### config.mk
export PLATFORM = sky130hd
export DESIGN_NAME = fifo_rd_packer_flat
export DESIGN_NICKNAME = d
export VERILOG_FILES = /design/src/rtl/fifo_rd_pkg.sv /design/src/rtl/fifo_rd_packer_if.sv /design/src/rtl/fifo_rd_out_reg.sv /design/src/rtl/fifo_rd_packer.sv /design/src/flat_wrapper.sv
export SDC_FILE = /design/constraint.sdc
export NUM_CORES = 1
export LEC_CHECK = 0
export CORE_MARGIN = 2
export CORE_UTILIZATION = 32
export CTS_CLUSTER_DIAMETER = 100
export DETAILED_ROUTE_END_ITERATION = 7
export PLACE_DENSITY = 0.58
export SETUP_SLACK_MARGIN = 0.1
export SLEW_MARGIN = 5
export SYNTH_ARGS = -nofsm -noshare
export SYNTH_HDL_FRONTEND = slang
export SYNTH_SLANG_ARGS = --single-unit
### constraint.sdc
create_clock -name rclk_i -period 1.8 [get_ports rclk_i]
set_input_delay 0.27 -clock rclk_i [delete_from_list [all_inputs] [get_ports rclk_i]]
set_output_delay 0.27 -clock rclk_i [all_outputs]
set_load 0.01 [all_outputs]
### src/rtl/fifo_rd_pkg.sv
// Shared types and helpers for the FIFO read-side byte packer.
package fifo_rd_pkg;

  typedef enum logic {
    FILL = 1'b0,
    HOLD = 1'b1
  } pack_state_e;

  localparam int unsigned MAX_LANES = 32;

  // Ceiling log2, used for lane-index and counter widths.
  function automatic int unsigned clog2(input int unsigned n);
    int unsigned r;
    r = 0;
    for (int unsigned i = 0; i < 32; i++) begin
      if ((32'd1 << i) < n) r = i + 1;
    end
    return r;
  endfunction

  // Low n bits set: lane-valid mask for a word holding n lanes.
  function automatic logic [MAX_LANES-1:0] keep_mask(input int unsigned n);
    logic [MAX_LANES-1:0] m;
    m = '0;
    for (int unsigned i = 0; i < MAX_LANES; i++) begin
      m[i] = (i < n);
    end
    return m;
  endfunction

endpackage

### src/rtl/fifo_rd_packer_if.sv
// FIFO read port plus packed-word valid/ready stream; master is the packer side.
interface fifo_rd_packer_if #(
  parameter int unsigned SIZE   = 8,
  parameter int unsigned PACK_N = 4
);
  logic [SIZE-1:0]        fifo_dout;
  logic                   fifo_empty;
  logic                   fifo_ren;
  logic [SIZE*PACK_N-1:0] m_data;
  logic [PACK_N-1:0]      m_keep;
  logic                   m_valid;
  logic                   m_ready;

  modport master (
    input  fifo_dout, fifo_empty, m_ready,
    output fifo_ren, m_data, m_keep, m_valid
  );

  modport slave (
    output fifo_dout, fifo_empty, m_ready,
    input  fifo_ren, m_data, m_keep, m_valid
  );
endinterface

### src/rtl/fifo_rd_out_reg.sv
// Single-entry valid/ready output register with an emitted-word counter.
module fifo_rd_out_reg #(
  parameter int unsigned DW = 32,
  parameter int unsigned KW = 4
) (
  input  logic          clk,
  input  logic          rst,
  input  logic          ld,
  input  logic [DW-1:0] ld_data,
  input  logic [KW-1:0] ld_keep,
  input  logic          m_ready,
  output logic          m_valid,
  output logic [DW-1:0] m_data,
  output logic [KW-1:0] m_keep,
  output logic [15:0]   words,
  output logic          free_c
);

  assign free_c = !m_valid || m_ready;

  always_ff @(posedge clk) begin
    if (rst) begin
      m_valid <= 1'b0;
      m_data  <= '0;
      m_keep  <= '0;
      words   <= '0;
    end else if (ld) begin
      m_valid <= 1'b1;
      m_data  <= ld_data;
      m_keep  <= ld_keep;
      words   <= words + 16'd1;
    end else if (m_ready) begin
      m_valid <= 1'b0;
    end
  end

endmodule

### src/rtl/fifo_rd_packer.sv
// Drains bytes from the FIFO read port and packs PACK_N of them per output word,
// flushing partial words on request or after an idle timeout.
module fifo_rd_packer
  import fifo_rd_pkg::*;
#(
  parameter int unsigned SIZE    = 8,
  parameter int unsigned PACK_N  = 4,
  parameter int unsigned TIMEOUT = 16
) (
  input  logic             rclk_i,
  input  logic             rrst_i,
  input  logic             flush_i,
  output logic [15:0]      words_o,
  fifo_rd_packer_if.master bus
);

  localparam int unsigned LW = clog2(PACK_N);
  localparam int unsigned CW = LW + 1;
  localparam int unsigned TW = clog2(TIMEOUT + 1);
  localparam int unsigned DW = SIZE * PACK_N;

  pack_state_e                 state_q, state_d;
  logic [CW-1:0]               cnt_q, cnt_d;
  logic [TW-1:0]               tmo_q, tmo_d;
  logic [PACK_N-1:0][SIZE-1:0] lanes_q, lanes_d;
  logic                        rd_vld_q;
  logic                        pend_q, pend_d;
  logic                        ren_c, ld_c, free_c;
  logic                        has_data_c, flush_c;
  logic [PACK_N-1:0]           keep_c;

  assign has_data_c   = (cnt_q != '0) || rd_vld_q;
  assign flush_c      = pend_q || flush_i || (tmo_q == TW'(TIMEOUT));
  assign keep_c       = PACK_N'(keep_mask(32'(cnt_q)));
  assign bus.fifo_ren = ren_c;

  always_ff @(posedge rclk_i) begin
    if (rrst_i) begin
      state_q  <= FILL;
      cnt_q    <= '0;
      tmo_q    <= '0;
      lanes_q  <= '0;
      rd_vld_q <= 1'b0;
      pend_q   <= 1'b0;
    end else begin
      state_q  <= state_d;
      cnt_q    <= cnt_d;
      tmo_q    <= tmo_d;
      lanes_q  <= lanes_d;
      rd_vld_q <= ren_c;
      pend_q   <= pend_d;
    end
  end

  always_comb begin
    state_d = state_q;
    cnt_d   = cnt_q;
    lanes_d = lanes_q;
    pend_d  = pend_q || flush_i;
    tmo_d   = '0;
    ren_c   = 1'b0;
    ld_c    = 1'b0;

    case (state_q)
      FILL: begin
        // Stop issuing reads once a flush is owed, so only the in-flight byte lands first.
        ren_c = !rrst_i && !bus.fifo_empty
             && ((cnt_q + CW'(rd_vld_q)) < CW'(PACK_N))
             && !(flush_c && has_data_c);
        if (rd_vld_q) begin
          lanes_d[cnt_q[LW-1:0]] = bus.fifo_dout;
          cnt_d                  = cnt_q + CW'(1);
        end
        if (rd_vld_q && (cnt_q == CW'(PACK_N - 1))) begin
          state_d = HOLD;
          pend_d  = 1'b0;
        end else if (flush_c && (cnt_q != '0) && !rd_vld_q) begin
          state_d = HOLD;
          pend_d  = 1'b0;
        end else if (!has_data_c) begin
          pend_d = 1'b0;
        end
        if ((state_d == FILL) && (cnt_q != '0) && (cnt_q < CW'(PACK_N))
            && !rd_vld_q && bus.fifo_empty) begin
          tmo_d = tmo_q + TW'(1);
        end
      end
      HOLD: begin
        if (free_c) begin
          ld_c    = 1'b1;
          cnt_d   = '0;
          lanes_d = '0;
          state_d = FILL;
        end
      end
    endcase
  end

  fifo_rd_out_reg #(
    .DW(DW),
    .KW(PACK_N)
  ) u_out (
    .clk    (rclk_i),
    .rst    (rrst_i),
    .ld     (ld_c),
    .ld_data(DW'(lanes_q)),
    .ld_keep(keep_c),
    .m_ready(bus.m_ready),
    .m_valid(bus.m_valid),
    .m_data (bus.m_data),
    .m_keep (bus.m_keep),
    .words  (words_o),
    .free_c (free_c)
  );

endmodule

### src/flat_wrapper.sv
// flat-port wrapper written by rule: the top's interface ports become plain ports
module fifo_rd_packer_flat import fifo_rd_pkg::*;
#(
  parameter int unsigned SIZE    = 8,
  parameter int unsigned PACK_N  = 4,
  parameter int unsigned TIMEOUT = 16
)
  (rclk_i, rrst_i, flush_i, words_o, bus_fifo_dout, bus_fifo_empty, bus_m_ready, bus_fifo_ren, bus_m_data, bus_m_keep, bus_m_valid);
  fifo_rd_packer_if #(.SIZE(SIZE), .PACK_N(PACK_N)) bus_i ();
  input  logic rclk_i;
  input  logic rrst_i;
  input  logic flush_i;
  output logic [15:0] words_o;
  input wire logic [$bits(bus_i.fifo_dout)-1:0] bus_fifo_dout;
  input wire logic [$bits(bus_i.fifo_empty)-1:0] bus_fifo_empty;
  input wire logic [$bits(bus_i.m_ready)-1:0] bus_m_ready;
  output wire logic [$bits(bus_i.fifo_ren)-1:0] bus_fifo_ren;
  output wire logic [$bits(bus_i.m_data)-1:0] bus_m_data;
  output wire logic [$bits(bus_i.m_keep)-1:0] bus_m_keep;
  output wire logic [$bits(bus_i.m_valid)-1:0] bus_m_valid;
  assign bus_i.fifo_dout = bus_fifo_dout;
  assign bus_i.fifo_empty = bus_fifo_empty;
  assign bus_i.m_ready = bus_m_ready;
  assign bus_fifo_ren = bus_i.fifo_ren;
  assign bus_m_data = bus_i.m_data;
  assign bus_m_keep = bus_i.m_keep;
  assign bus_m_valid = bus_i.m_valid;
  fifo_rd_packer #(.SIZE(SIZE), .PACK_N(PACK_N), .TIMEOUT(TIMEOUT)) u_core (.rclk_i(rclk_i), .rrst_i(rrst_i), .flush_i(flush_i), .words_o(words_o), .bus(bus_i));
endmodule
==> flow_summary_export.csv, run 1 <==
group,metric,value,unit
synthesis,ys_types,41,
place,globalplace.congestion,0.782,
outcome,violations,"setup timing",
sta,slew-limit-headroom,71.9,%
detailed_routing,route.detailed.vias_per_inst,4.85,
clock_network,numCtsBuffers,9,
sta,finalHoldViolations,0,
clock_network,cts_hold_buffers,0,
sta,grt_setup_unrepaired,"yes",
detailed_routing,drt-pass1-iter-count,5,
finish,n_fill_cell,1125,
power_and_ir_drop,total_power_per_unit_cell_area,926,mW/mm^2
hold_path,timing.hold.worst.class,"reg2reg",
grt,antenna_found_initial,0,
finish,final-instance-count-excl-fill,659,
finish,final_cell_mix,"dfxtp_1, nand2_1, clkdlybuf4s50_1, nor2_1, a21oi_1",
clock_network,worstSkewPairLatency,0.34,ns
detailed_routing,detailedRoute.firstIterationViolations,142,
synthesis,yosys_register_bits,96,
sta,maxSlewViolCount,0,
worst_setup_path,timing.critical_path.buf_inv,2,
worst_setup_path,sequence_of_cells_on_the_critical_path,"inv_2 > ha_2 > and4bb_2 > nor3_4 > o21ai_2 > a2111oi_4 > buf_2",
place,dpl.cell_count,643,
synthesis,syn_area,0.00367,mm^2
finish,final_layout_size_suffix_gt1_share,18.2,%
grt,first_global_vias,3142,
worst_setup_path,path_depth,7,
worst_setup_path,setup.worst_path.end_class,"output pin",
die,initial_core_util,32.4,%
die,die_h,111,um
sta,finalSetupViolCount,1,
finish,final_cell_area,0.00513,mm^2
detailed_routing,vias,3193,
sta,measured_slew_at_the_worst_slew_check_pin,0.422,ns
die,core_area,0.0113,mm^2
place,placement.cell_area,0.00474,mm^2
finish,layout_commonest_cell,"dfxtp_1",
detailed_routing,route.detailed.wl_per_inst,13.7,um
clock_network,tritoncts,"done",
detailed_routing,final_antenna_net_count,0,
synthesis,synthCells,419,
worst_setup_path,start_kind,"flip-flop",
detailed_routing,number_of_design_rule_violations_left_after_detail_routing,0,
finish,finalNetCount,531,
worst_setup_path,critical-path-slowest-cell,"a2111oi_4",
power_and_ir_drop,ir_drop,0.811,mV
grt,global_route.overflow_total,0,
outcome,run_status,"finished, violations left",
sta,clock_skew_after_layout,0.00767,ns
detailed_routing,totalWireLength,9020,um
clock_network,cts_num_sinks,96,
clock_network,post_cts.repair.setup_buffers,0,
sta,finalWorstPathRequiredPeriod,2.20,ns
synthesis,postSynthNetCount,439,
die,io_pins,67,
finish,layout-area-overhead-vs-synth,39.7,%
worst_setup_path,critPathMaxStageDelay,0.35,ns
place,place_hpwl,6030,um
grt,grtUsageTotal,15.0,%
worst_setup_path,required,1.53,ns
synthesis,seq_area_frac_synth,52.4,%
power_and_ir_drop,power.total,4.75,mW
die,die_area,0.0123,mm^2
die,die_x,111,um
clock_network,clock_tree.root_cell,"clkbuf_16",
sta,timing.fmax,454,MHz
die,row_count,39,
clock_network,max-clock-path-buffers,2,
grt,first_pass_grt_wire_length,15100,um
hold_path,worst_hold_path.num_cells,2,
synthesis,yosys_warnings,0,
clock_network,cts.reportedPaths.clkPinSlew,0.07,ns
finish,multi_input_comb_area,0.00166,mm^2
worst_setup_path,critPathArrivalTime,1.93,ns
run,maxCapViolCount,0,
grt,maximum_number_of_pins_on_one_net_before_global_route_repair,94,
finish,diodes,0,
power_and_ir_drop,total_leakage_power,1.80,nW
worst_setup_path,reg2reg_depth,6,
worst_setup_path,worstPathMaxFanout,3,
finish,regArea,0.00193,mm^2
clock_network,cts_htree_levels,3,
sta,finalCritPeriodShare,122,%
worst_setup_path,worst_path_dominant_cell_family,"compound AO/OA/AOI/OAI gates",
place,number_of_port_buffers,66,
sta,fin_ws,-0.402,ns
worst_setup_path,criticalPathCategory,"reg2out",
synthesis,avgSynthCellArea,8.76,um^2
## routing by layer
metal / GRT usage, % / up-vias / share of wire (%)
met2: 22.7 / 70 / 45
li1: - / 1628 / -
met4: 5.27 / 0 / 1.6
met3: 4.21 / 11 / 4.9
met1: 20.5 / 1484 / 48
met5: 0 / - / 0
## worst paths after layout
| check | from | endpoint | slack (ns) |
|---|---|---|---|
| setup / recovery | u_core.tmo_q[0] | bus_fifo_ren | -0.40 |
| hold / removal | u_core.lanes_q[15] | u_core.u_out.m_data[15] | 0.45 |
| setup reg to reg | u_core.tmo_q[0] | u_core.rd_vld_q | 0.15 |
| hold reg to reg | u_core.lanes_q[15] | u_core.u_out.m_data[15] | 0.45 |
## registers in the layout, summed over array words and instances, names as in the netlist
| signal | count |
|---|---|
| u_core.pend_q | 1 |
| u_core.u_out.words | 16 |
| u_core.u_out.m_keep | 4 |
| u_core.cnt_q | 3 |
| u_core.tmo_q | 5 |
| u_core.rd_vld_q | 1 |
| u_core.u_out.m_valid | 1 |
| u_core.lanes_q | 32 |
| u_core.state_q | 1 |
| u_core.u_out.m_data | 32 |
## metrics by stage
step | hold slack [ns] | worst slack [ns] | utilization (%) | TNS (ns)
2_1_floorplan | 0.360 | 0.0673 | - | 0
3_3_place_gp | 0.439 | -0.480 | 41.9 | -3.28
3_5_place_dp | 0.443 | -0.487 | 41.9 | -2.13
4_1_cts | 0.456 | -0.424 | 44.8 | -0.424
5_1_grt | 0.476 | -0.506 | 45.3 | -0.506
6_report | 0.454 | -0.402 | 45.3 | -0.402
## power by group
group	internal, mW	leakage [nW]	switching, mW
clock network	1.23	0.158	0.861
registers	2.17	0.778	0.0317
logic	0.204	0.863	0.252
total	3.60	1.80	1.14
## cell usage after synthesis, drive strengths merged
master | number | area (um^2)
a21o | 1 | 7.51
and2 | 1 | 6.26
buf | 12 | 62.6
a211oi | 1 | 7.51
and4bb | 1 | 12.5
and4 | 3 | 30.0
o31ai | 2 | 15.0
or4 | 2 | 15.0
a311oi | 1 | 8.76
or3 | 6 | 38.8
nor2b | 2 | 12.5
o221a | 1 | 11.3
o21ai | 8 | 40.0
nor2 | 50 | 188
mux2 | 1 | 11.3
nand2 | 74 | 285
clkbuf | 14 | 52.6
nand4 | 3 | 18.8
and3b | 4 | 35.0
xor2 | 7 | 61.3
a21oi | 50 | 265
xnor2 | 4 | 35.0
ha | 7 | 87.6
nor4b | 1 | 8.76
inv | 10 | 37.5
a22oi | 32 | 240
and3 | 3 | 20.0
a2111oi | 2 | 17.5
nor3 | 7 | 46.3
nand2b | 1 | 6.26
nor4 | 3 | 18.8
dfxtp | 96 | 1920
nand3 | 9 | 45.0
## tightest hold or removal path, cell delays in order (launching register included)
cell and delay (ns):
dfxtp_1 0.31, nand2_1 0.05, a21oi_1 0.05
## cells by family (layout without fill, tap and decap cells)
logic type / Yosys count / after routing / synth area share [%]
buf+inv: 36 / 133 / 4.16
simple gates: 170 / 170 / 21.4
xor+xnor: 11 / 11 / 2.63
compound gates: 98 / 98 / 16.7
mux: 1 / 1 / 0.307
fa+ha+maj: 7 / 7 / 2.39
flops: 96 / 96 / 52.4
## final cells by class
class / count / share of cell area, %
flip-flops and latches: 96 / 37.7
well taps: 143 / 3.49
inverters: 10 / 0.732
multi-input cells: 287 / 32.4
clock inverters: 7 / 1.98
clock buffers: 9 / 4.39
repair buffers: 107 / 19.3
## timing repair
action / in CTS / in global routing
resized for setup: 10 / 16
setup endpoints to repair: 6 / 29
pin swaps: 0 / 2
Note: power is estimated with default switching activity, not from simulation.
==> run 2, diff against run 1 <==
--- a/config.mk
+++ b/config.mk
@@ -15,3 +15,4 @@
 export SYNTH_ARGS = -nofsm -noshare
 export SYNTH_HDL_FRONTEND = slang
 export SYNTH_SLANG_ARGS = --single-unit
+export TNS_END_PERCENT = 30
==> flow_summary_export.csv, run 2 (synthesis gave the netlist of run 1 again) <==
group,metric,value,unit
outcome,run_status,"finished, violations left",
outcome,violations,"setup timing",
detailed_routing,route.detailed.vias_per_inst,4.85,
sta,clock_skew_after_layout,0.00767,ns
sta,maxSlewViolCount,0,
grt,grtUsageTotal,15.0,%
detailed_routing,detailedRoute.firstIterationViolations,142,
power_and_ir_drop,total_power_per_unit_cell_area,926,mW/mm^2
place,number_of_port_buffers,66,
worst_setup_path,start_kind,"flip-flop",
worst_setup_path,worst_r2r_startpoint,"u_core.tmo_q[0]",
sta,finalSetupViolCount,1,
clock_network,clock_tree.root_cell,"clkbuf_16",
finish,final-instance-count-excl-fill,659,
sta,timing.fmax,454,MHz
clock_network,cts_htree_levels,3,
detailed_routing,number_of_design_rule_violations_left_after_detail_routing,0,
die,die_h,111,um
clock_network,cts.reportedPaths.clkPinSlew,0.07,ns
sta,grt_setup_unrepaired,"yes",
hold_path,hold_path_startpoint,"u_core.lanes_q[15]",
detailed_routing,drt-pass1-iter-count,5,
detailed_routing,vias,3193,
sta,fin_ws,-0.402,ns
place,dpl.cell_count,643,
finish,layout-area-overhead-vs-synth,39.7,%
finish,multi_input_comb_area,0.00166,mm^2
power_and_ir_drop,ir_drop,0.811,mV
place,place_hpwl,6030,um
place,globalplace.congestion,0.782,
finish,finalNetCount,531,
worst_setup_path,criticalPathCategory,"reg2out",
clock_network,post_cts.repair.setup_buffers,0,
die,die_x,111,um
clock_network,worstSkewPairLatency,0.34,ns
die,core_area,0.0113,mm^2
sta,setup_tns,-0.402,ns
worst_setup_path,required,1.53,ns
worst_setup_path,worstPathMaxFanout,3,
finish,diodes,0,
finish,n_fill_cell,1124,
power_and_ir_drop,total_leakage_power,1.80,nW
die,die_area,0.0123,mm^2
hold_path,timing.hold.worst.class,"reg2reg",
finish,regArea,0.00193,mm^2
finish,layout_commonest_cell,"dfxtp_1",
finish,postLayoutCoreUtil,45.3,%
power_and_ir_drop,power.total,4.75,mW
grt,global_route.overflow_total,0,
worst_setup_path,rrSetupSlack,0.15,ns
worst_setup_path,startpoint,"u_core.tmo_q[0]",
sta,slew-limit-headroom,71.9,%
die,initial_core_util,32.4,%
worst_setup_path,critPathArrivalTime,1.93,ns
sta,finalCritPeriodShare,122,%
die,row_count,39,
grt,antenna_found_initial,0,
detailed_routing,totalWireLength,9020,um
sta,finalWorstPathRequiredPeriod,2.20,ns
grt,first_pass_grt_wire_length,15100,um
sta,finalHoldViolations,0,
clock_network,cts_num_sinks,96,
finish,final_layout_size_suffix_gt1_share,18.0,%
run,maxCapViolCount,0,
grt,maximum_number_of_pins_on_one_net_before_global_route_repair,94,
finish,final_cell_mix,"dfxtp_1, nand2_1, clkdlybuf4s50_1, nor2_1, a21oi_1",
detailed_routing,route.detailed.wl_per_inst,13.7,um
clock_network,tritoncts,"done",
clock_network,numCtsBuffers,9,
grt,first_global_vias,3142,
sta,measured_slew_at_the_worst_slew_check_pin,0.422,ns
place,preCtsSetupSlack,-0.487,ns
die,io_pins,67,
worst_setup_path,setup.worst_path.end_class,"output pin",
finish,layout_top_registers,"u_core.lanes_q x32, u_core.u_out.m_data x32, u_core.u_out.words x16",
clock_network,max-clock-path-buffers,2,
detailed_routing,final_antenna_net_count,0,
==> run 2: cell counts in the layout (fill, tap and decap cells not counted) <==
No cell type changed its count.
==> run 2: critical path, stage by stage (launching register included) <==
cell and delay [ns]:
dfxtp_2 0.33, inv_2 0.04, ha_2 0.16, and4bb_2 0.25, nor3_4 0.17, o21ai_2 0.11
a2111oi_4 0.35, buf_2 0.18
==> run 2: final timing paths <==
kind / endpoint / cells after the start
setup / recovery: bus_fifo_ren / 7
hold / removal: u_core.u_out.m_data[15] / 2
setup reg to reg: u_core.rd_vld_q / 6
hold reg to reg: u_core.u_out.m_data[15] / 2
==> run 2: report_power, final <==
| group | total (mW) | internal [mW] | switching [mW] |
|---|---|---|---|
| logic | 0.456 | 0.204 | 0.252 |
| clock network | 2.10 | 1.23 | 0.861 |
| registers | 2.20 | 2.17 | 0.0317 |
==> run 2: timing repair <==
item,in CTS,in global routing
endpoints found under the setup margin,6,29
cloned,0,0
hold buffers,0,0
pin swaps,0,2
resized for setup,10,15
==> run 2: area by class of cell <==
cell class / instances / share of cell area, %
Timing Repair Buffer: 107 / 19.3
Tap cell: 143 / 3.49
Sequential cell: 96 / 37.6
Inverter: 10 / 0.732
Multi-Input combinational cell: 287 / 32.4
Clock buffer: 9 / 4.39
Clock inverter: 7 / 1.98
==> run 2: routing by layer <==
metal  routed length (um)  GRT usage [%]
met5                    0              0
met4                  146           5.27
met3                  446           4.21
met2                 4100           22.7
met1                 4330           20.5
==> run 2: through the flow <==
stage	hold slack, ns	cell area, um^2
after floorplan	0.360	3690
after global placement	0.439	4740
after detailed placement	0.443	4740
after CTS	0.456	5070
after global routing	0.476	5130
final	0.454	5130
